### src/rtl/mem_pkg.sv
//------------------------------------------------------------------------------
// Module      : mem_pkg
// Description : Shared DRAM-path constants, buffer state encoding and
//               word select/merge helpers for 128-bit lines.
// Revision    : 1.0 - initial release
//------------------------------------------------------------------------------
`default_nettype none

package mem_pkg;

    localparam int ADDR_W = 27;
    localparam int WORD_W = 32;
    localparam int LINE_W = 128;
    localparam int WORDS  = LINE_W / WORD_W;
    localparam int IDX_W  = $clog2(WORDS);

    typedef enum logic [2:0] {
        IDLE  = 3'd0,
        HIT   = 3'd1,
        WB    = 3'd2,
        FILL  = 3'd3,
        FWAIT = 3'd4,
        DONE  = 3'd5
    } wlb_state_t;

    function automatic logic [WORD_W-1:0] word_sel(
        input logic [LINE_W-1:0] line,
        input logic [IDX_W-1:0]  idx
    );
        return line[idx*WORD_W +: WORD_W];
    endfunction

    function automatic logic [LINE_W-1:0] word_merge(
        input logic [LINE_W-1:0] line,
        input logic [IDX_W-1:0]  idx,
        input logic [WORD_W-1:0] data
    );
        logic [LINE_W-1:0] merged;
        merged = line;
        merged[idx*WORD_W +: WORD_W] = data;
        return merged;
    endfunction

endpackage

`default_nettype wire

### src/rtl/word_line_buffer.sv
//------------------------------------------------------------------------------
// Module      : word_line_buffer
// Description : Single-line write-back buffer turning 32-bit CPU word
//               accesses into 128-bit DRAM line reads and write-backs.
// Revision    : 1.0 - initial release
//------------------------------------------------------------------------------
`default_nettype none

module word_line_buffer #(
    parameter int ADDR_W = mem_pkg::ADDR_W,
    parameter int WORD_W = mem_pkg::WORD_W,
    parameter int LINE_W = mem_pkg::LINE_W
) (
    input  logic              clk,
    input  logic              rstn,
    input  logic              cpu_valid,
    output logic              cpu_ready,
    input  logic              cpu_wr,
    input  logic [ADDR_W-1:0] cpu_addr,
    input  logic [WORD_W-1:0] cpu_wdata,
    output logic [WORD_W-1:0] cpu_rdata,
    output logic              cpu_done,
    output logic              mem_req_valid,
    input  logic              mem_req_ready,
    output logic              mem_req_wr,
    output logic [ADDR_W-1:0] mem_req_addr,
    output logic [LINE_W-1:0] mem_req_wdata,
    input  logic              mem_rsp_valid,
    input  logic [LINE_W-1:0] mem_rsp_rdata
);

    import mem_pkg::word_sel;
    import mem_pkg::word_merge;

    localparam int TAG_W = ADDR_W - 4;

    localparam logic [2:0] S_IDLE  = 3'd0;
    localparam logic [2:0] S_HIT   = 3'd1;
    localparam logic [2:0] S_WB    = 3'd2;
    localparam logic [2:0] S_FILL  = 3'd3;
    localparam logic [2:0] S_FWAIT = 3'd4;
    localparam logic [2:0] S_DONE  = 3'd5;

    logic [2:0]        r_state;
    logic [LINE_W-1:0] r_line;
    logic [TAG_W-1:0]  r_tag;
    logic              r_line_valid;
    logic              r_line_dirty;

    logic              r_req_wr;
    logic [TAG_W-1:0]  r_req_tag;
    logic [1:0]        r_req_idx;
    logic [WORD_W-1:0] r_req_wdata;

    logic              r_cpu_ready;
    logic              r_cpu_done;
    logic [WORD_W-1:0] r_cpu_rdata;
    logic              r_mem_req_valid;
    logic              r_mem_req_wr;
    logic [ADDR_W-1:0] r_mem_req_addr;
    logic [LINE_W-1:0] r_mem_req_wdata;

    logic              w_hit;
    logic [LINE_W-1:0] w_fill_line;
    logic              w_unused_addr_lsb;

    assign w_hit             = r_line_valid && (cpu_addr[ADDR_W-1:4] == r_tag);
    assign w_unused_addr_lsb = ^cpu_addr[1:0];

    // A store that misses gets its word merged into the arriving line.
    assign w_fill_line = r_req_wr ? word_merge(mem_rsp_rdata, r_req_idx, r_req_wdata)
                                  : mem_rsp_rdata;

    always_ff @(posedge clk) begin
        if (!rstn) begin
            r_state         <= S_IDLE;
            r_line          <= '0;
            r_tag           <= '0;
            r_line_valid    <= 1'b0;
            r_line_dirty    <= 1'b0;
            r_req_wr        <= 1'b0;
            r_req_tag       <= '0;
            r_req_idx       <= '0;
            r_req_wdata     <= '0;
            r_cpu_ready     <= 1'b1;
            r_cpu_done      <= 1'b0;
            r_cpu_rdata     <= '0;
            r_mem_req_valid <= 1'b0;
            r_mem_req_wr    <= 1'b0;
            r_mem_req_addr  <= '0;
            r_mem_req_wdata <= '0;
        end else begin
            case (r_state)
                S_IDLE: begin
                    if (cpu_valid) begin
                        r_req_wr    <= cpu_wr;
                        r_req_tag   <= cpu_addr[ADDR_W-1:4];
                        r_req_idx   <= cpu_addr[3:2];
                        r_req_wdata <= cpu_wdata;
                        r_cpu_ready <= 1'b0;
                        if (w_hit) begin
                            r_state <= S_HIT;
                        end else if (r_line_valid && r_line_dirty) begin
                            r_mem_req_valid <= 1'b1;
                            r_mem_req_wr    <= 1'b1;
                            r_mem_req_addr  <= {r_tag, 4'b0000};
                            r_mem_req_wdata <= r_line;
                            r_state         <= S_WB;
                        end else begin
                            r_mem_req_valid <= 1'b1;
                            r_mem_req_wr    <= 1'b0;
                            r_mem_req_addr  <= {cpu_addr[ADDR_W-1:4], 4'b0000};
                            r_state         <= S_FILL;
                        end
                    end
                end
                S_HIT: begin
                    if (r_req_wr) begin
                        r_line       <= word_merge(r_line, r_req_idx, r_req_wdata);
                        r_line_dirty <= 1'b1;
                        r_cpu_rdata  <= r_req_wdata;
                    end else begin
                        r_cpu_rdata  <= word_sel(r_line, r_req_idx);
                    end
                    r_cpu_done <= 1'b1;
                    r_state    <= S_DONE;
                end
                S_WB: begin
                    // Fill request follows on the next cycle, never alongside.
                    if (mem_req_ready) begin
                        r_line_dirty   <= 1'b0;
                        r_mem_req_wr   <= 1'b0;
                        r_mem_req_addr <= {r_req_tag, 4'b0000};
                        r_state        <= S_FILL;
                    end
                end
                S_FILL: begin
                    if (mem_req_ready) begin
                        r_mem_req_valid <= 1'b0;
                        r_state         <= S_FWAIT;
                    end
                end
                S_FWAIT: begin
                    if (mem_rsp_valid) begin
                        r_line       <= w_fill_line;
                        r_tag        <= r_req_tag;
                        r_line_valid <= 1'b1;
                        r_line_dirty <= r_req_wr;
                        r_state      <= S_HIT;
                    end
                end
                S_DONE: begin
                    r_cpu_done  <= 1'b0;
                    r_cpu_ready <= 1'b1;
                    r_state     <= S_IDLE;
                end
                default: begin
                    r_cpu_done      <= 1'b0;
                    r_cpu_ready     <= 1'b1;
                    r_mem_req_valid <= 1'b0;
                    r_state         <= S_IDLE;
                end
            endcase
        end
    end

    assign cpu_ready     = r_cpu_ready;
    assign cpu_done      = r_cpu_done;
    assign cpu_rdata     = r_cpu_rdata;
    assign mem_req_valid = r_mem_req_valid;
    assign mem_req_wr    = r_mem_req_wr;
    assign mem_req_addr  = r_mem_req_addr;
    assign mem_req_wdata = r_mem_req_wdata;

endmodule

`default_nettype wire

### config.mk
export PLATFORM = sky130hd
export DESIGN_NAME = word_line_buffer
export DESIGN_NICKNAME = d
export VERILOG_FILES = /design/src/rtl/mem_pkg.sv /design/src/rtl/word_line_buffer.sv
export SDC_FILE = /design/constraint.sdc
export NUM_CORES = 1
export LEC_CHECK = 0
export ABC_AREA = 1
export BUFFER_PORTS_ARGS = -buffer_cell sky130_fd_sc_hd__clkbuf_2
export CAP_MARGIN = 40
export CORE_MARGIN = 3
export CORE_UTILIZATION = 42
export CTS_BUF_LIST = sky130_fd_sc_hd__clkbuf_4
export CTS_CLUSTER_DIAMETER = 120
export CTS_CLUSTER_SIZE = 28
export DETAILED_ROUTE_END_ITERATION = 10
export PLACE_DENSITY_LB_ADDON = 0.12
export REMOVE_ABC_BUFFERS = 1
export SLEW_MARGIN = 10
export SYNTH_ARGS = -nofsm -noshare
export SYNTH_HDL_FRONTEND = slang
export SYNTH_SLANG_ARGS = --single-unit
export TNS_END_PERCENT = 5
### constraint.sdc
create_clock -name clk -period 2.26 [get_ports clk]
set_input_delay 0.452 -clock clk [delete_from_list [all_inputs] [get_ports clk]]
set_output_delay 0.452 -clock clk [all_outputs]
set_load 0.01 [all_outputs]
==> summary.txt <==
Outcome
  – Status: finished clean

Timing
  – Hold Vio Cnt, Final: 0
  – Maximum clock frequency: 470.9 MHz
  – Final setup violation count: 0
  – Final min period: 2.124 ns
  – Max-slew headroom: 52.88%
  – Fin crit share: 93.97%
  – RSZ-0062 raised after global routing: false
  – Setup_tns: 0 ns
  – Slew Limit Fails: 0
  – Worst slew pin tran: 0.7067 ns
  – Skew final: 0.09955 ns

Synth
  – Compound-cell area share of the yosys netlist: 29.02%
  – Area share of the largest cell type after synthesis: 43.81%
  – Sequential area share after synthesis: 43.81%
  – Synth Area in XOR/XNOR: 0%
  – Largest family of logic cells by synthesized area: compound AO/OA/AOI/OAI gates
  – Adder-cell share of the synthesized area: 0.2731%
  – Mapped cell area: 0.01832 mm2
  – Yosys reg bits: 401
  – Top cells by area, synth: dfxtp_1 (44%), o21ai_0 (13%), a21oi_1 (10%)
  – Post-synth top area cell: dfxtp_1
  – Synth Area in Simple Gates: 14.59%
  – Synth unique cells: 38
  – YS warnings: 0
  – Share of synthesized area spent on multiplexers: 0%
  – Syn Inst Count: 2581
  – Syn avg cell area: 7.099 um2

Worst setup path
  – WP data required: 2.96 ns
  – Crit Path Max Fanout: 21
  – Family with the most delay on the worst path: buffers and inverters
  – Largest stage delay, worst path: 0.47 ns
  – Setup crit end kind: register
  – CP max stage cell: dfxtp_4
  – CP Buf/Inv Count: 3
  – Crit-path cells: clkinv_2, ha_2, buf_4, buf_4, nor2_1, nand3_1, nand2_1, a21oi_1, nor2_1
  – CP arrival: 2.83 ns
  – Crit Path Class: register to register
  – CP Launch Type: register

Layout
  – Fill count: 4229
  – Nets: 3231
  – Fin cells: 3616
  – Share of layout cells above drive strength 1: 17.59%
  – Area delta synth->final: 24.45%

Die
  – Die ar.: 0.04617 mm2
  – Starting Density: 43.10%
  – Boundary Pins: 384
  – Site Rows: 75
  – Die W: 214.9 um
  – Die H: 214.9 um
  – Core Region: 0.04251 mm2

Pwr
  – PwrDens: 857.4 mW/mm2
  – VDD IR max: 687.2 uV
  – P_leak: 0.009994 uW

Placement
  – Placed cell count: 3404
  – Post-DP HPWL: 44540 um
  – Port buffer count: 377
  – Global placer's final weighted congestion: 0.8962

Hold path
  – Hold Crit Class: input port to register

Route
  – Routed vias: 19410
  – Final WL: 69120 um
  – Vias/cell: 5.367
  – WL/cell: 19.12 um
  – Iteration-0 DRC Markers: 1768
  – Post-route DRC: 0
  – Post-DRT Antenna Nets: 0
  – 1st-pass router iterations: 6

Clock tree
  – H-Tree Level Count: 1
  – Clock sinks: 401
  – CTS tree: done
  – CTS Buffer Depth: 3
  – Reg clk slew, reported paths: 0.30 ns
  – Clk_lat worst skew: 0.82 ns
  – CTS buffer count: 18
  – Clock root buffer: clkbuf_4

Run
  – Max Cap Viol: 0

Global route
  – Number of global-route vias before repair: 18610
  – First-pass GRT wire length: 106300 um
  – GRT Util Overall: 28.71%
  – Largest net degree at the start of global routing: 101
  – Grt total ovfl: 0
  – Initial antenna violation count: 5
per-layer routing:
layer | part of all wire (%) | vias up | wire length [um] | GRT usage, %
li1 | - | 9439 | - | -
met1 | 41 | 9016 | 28590 | 37.78
met2 | 47 | 798 | 32770 | 48.28
met3 | 7.7 | 148 | 5292 | 4.548
met4 | 3.5 | 5 | 2444 | 9.426
met5 | 0.049 | - | 34 | 0
cell families after synthesis:
family,after synthesis
AOI/OAI and AO/OA,1002
and+or+nand+nor,648
buffers and inverters,525
DFF,401
adders and majority gates,4
other,1
path summary, 6_finish.rpt:
kind	start	end	slack, ns	depth (start not counted)
max reg2reg	r_req_idx[0]	r_line[59]	0.14	9
min reg2reg	r_req_tag[9]	r_tag[9]	0.43	2
max	r_req_idx[0]	r_line[59]	0.14	9
min	rstn	mem_req_wdata[11]	0.07	3
through the flow:
step	hold slack (ns)	total power (uW)	setup WS (ns)	utilization [%]	cell area [um2]
finish	0.06569	19550	0.1363	53.64	22800
global route	0.04072	20700	0.05749	53.64	22800
CTS	0.01276	19540	0.1924	53.61	22790
detailed placement	0.4366	16630	0.1366	48.81	20750
global placement	0.4332	16510	0.1537	48.81	20750
floorplan	0.4352	13000	-4.547	-	17280
area by class of cell:
class | instances | area, um2 | area share (%)
Multi-Input combinational cell | 1658 | 8094 | 35.50
Sequential cell | 401 | 8033 | 35.23
Timing Repair Buffer | 636 | 4574 | 20.06
Inverter | 319 | 1200 | 5.262
Tap cell | 577 | 721.9 | 3.166
Clock buffer | 20 | 150.1 | 0.6584
Clock inverter | 1 | 20.02 | 0.08779
Antenna cell | 4 | 10.01 | 0.04390
synthesized netlist by cell type (all sizes together):
master / n
o21ai: 527
dfxtp: 401
a21oi: 366
inv: 318
nand2: 308
nor2: 226
clkbuf: 128
nand3: 86
buf: 78
a221oi: 32
o22ai: 32
a211oi: 30
or2: 22
a31oi: 4
ha: 4
o211a: 4
o31ai: 4
nand4: 3
nor3: 3
o41ai: 2
clkinv: 1
conb: 1
o21a: 1
repair_timing:
| action | 4_1_cts | 5_1_grt |
|---|---|---|
| gates resized for setup | 0 | 1 |
| setup buffers | 0 | 0 |
| hold buffers | 187 | 0 |
| hold endpoints to repair | 188 | 0 |
| setup endpoints to repair | 0 | 1 |
power breakdown:
part	internal, uW	leakage [uW]	total [uW]	switching (uW)
combinational	2630	0.00664	8340	5710
clock	429	0.000102	2660	2230
sequential	8010	0.00325	8560	543
cell usage in the layout, fill, tap and decap left out, drive strengths merged:
| cell | count |
|---|---|
| nand4 | 3 |
| ha | 4 |
| diode | 4 |
| nand3 | 86 |
| inv | 318 |
| a21oi | 366 |
| dlygate4sd3 | 187 |
| nor3 | 3 |
| o21a | 1 |
| o22ai | 32 |
| a221oi | 32 |
| o211a | 4 |
| a31oi | 4 |
| a211oi | 30 |
| o31ai | 4 |
| conb | 4 |
| clkinv | 2 |
| buf | 72 |
| nand2 | 308 |
| nor2 | 226 |
| clkbuf | 397 |
| dfxtp | 401 |
| o41ai | 2 |
| or2 | 22 |
| o21ai | 527 |
worst min-delay path: cells and delay by family:
family	cells	cell delay [ns]
buffers and inverters	1	0.23
AOI/OAI and AO/OA	2	0.18
state kept, by name, summed over array words and instances, names as in the netlist:
name           flops
r_req_tag         23
r_tag             23
mem_req_addr      23
r_line           128
r_req_wdata       32
cpu_done           1
mem_req_valid      1
mem_req_wr         1
mem_req_wdata    128
r_line_dirty       1
cpu_rdata         32
r_req_wr           1
r_req_idx          2
r_line_valid       1
cpu_ready          1
r_state            3
Note: power is estimated with default switching activity, not from simulation.
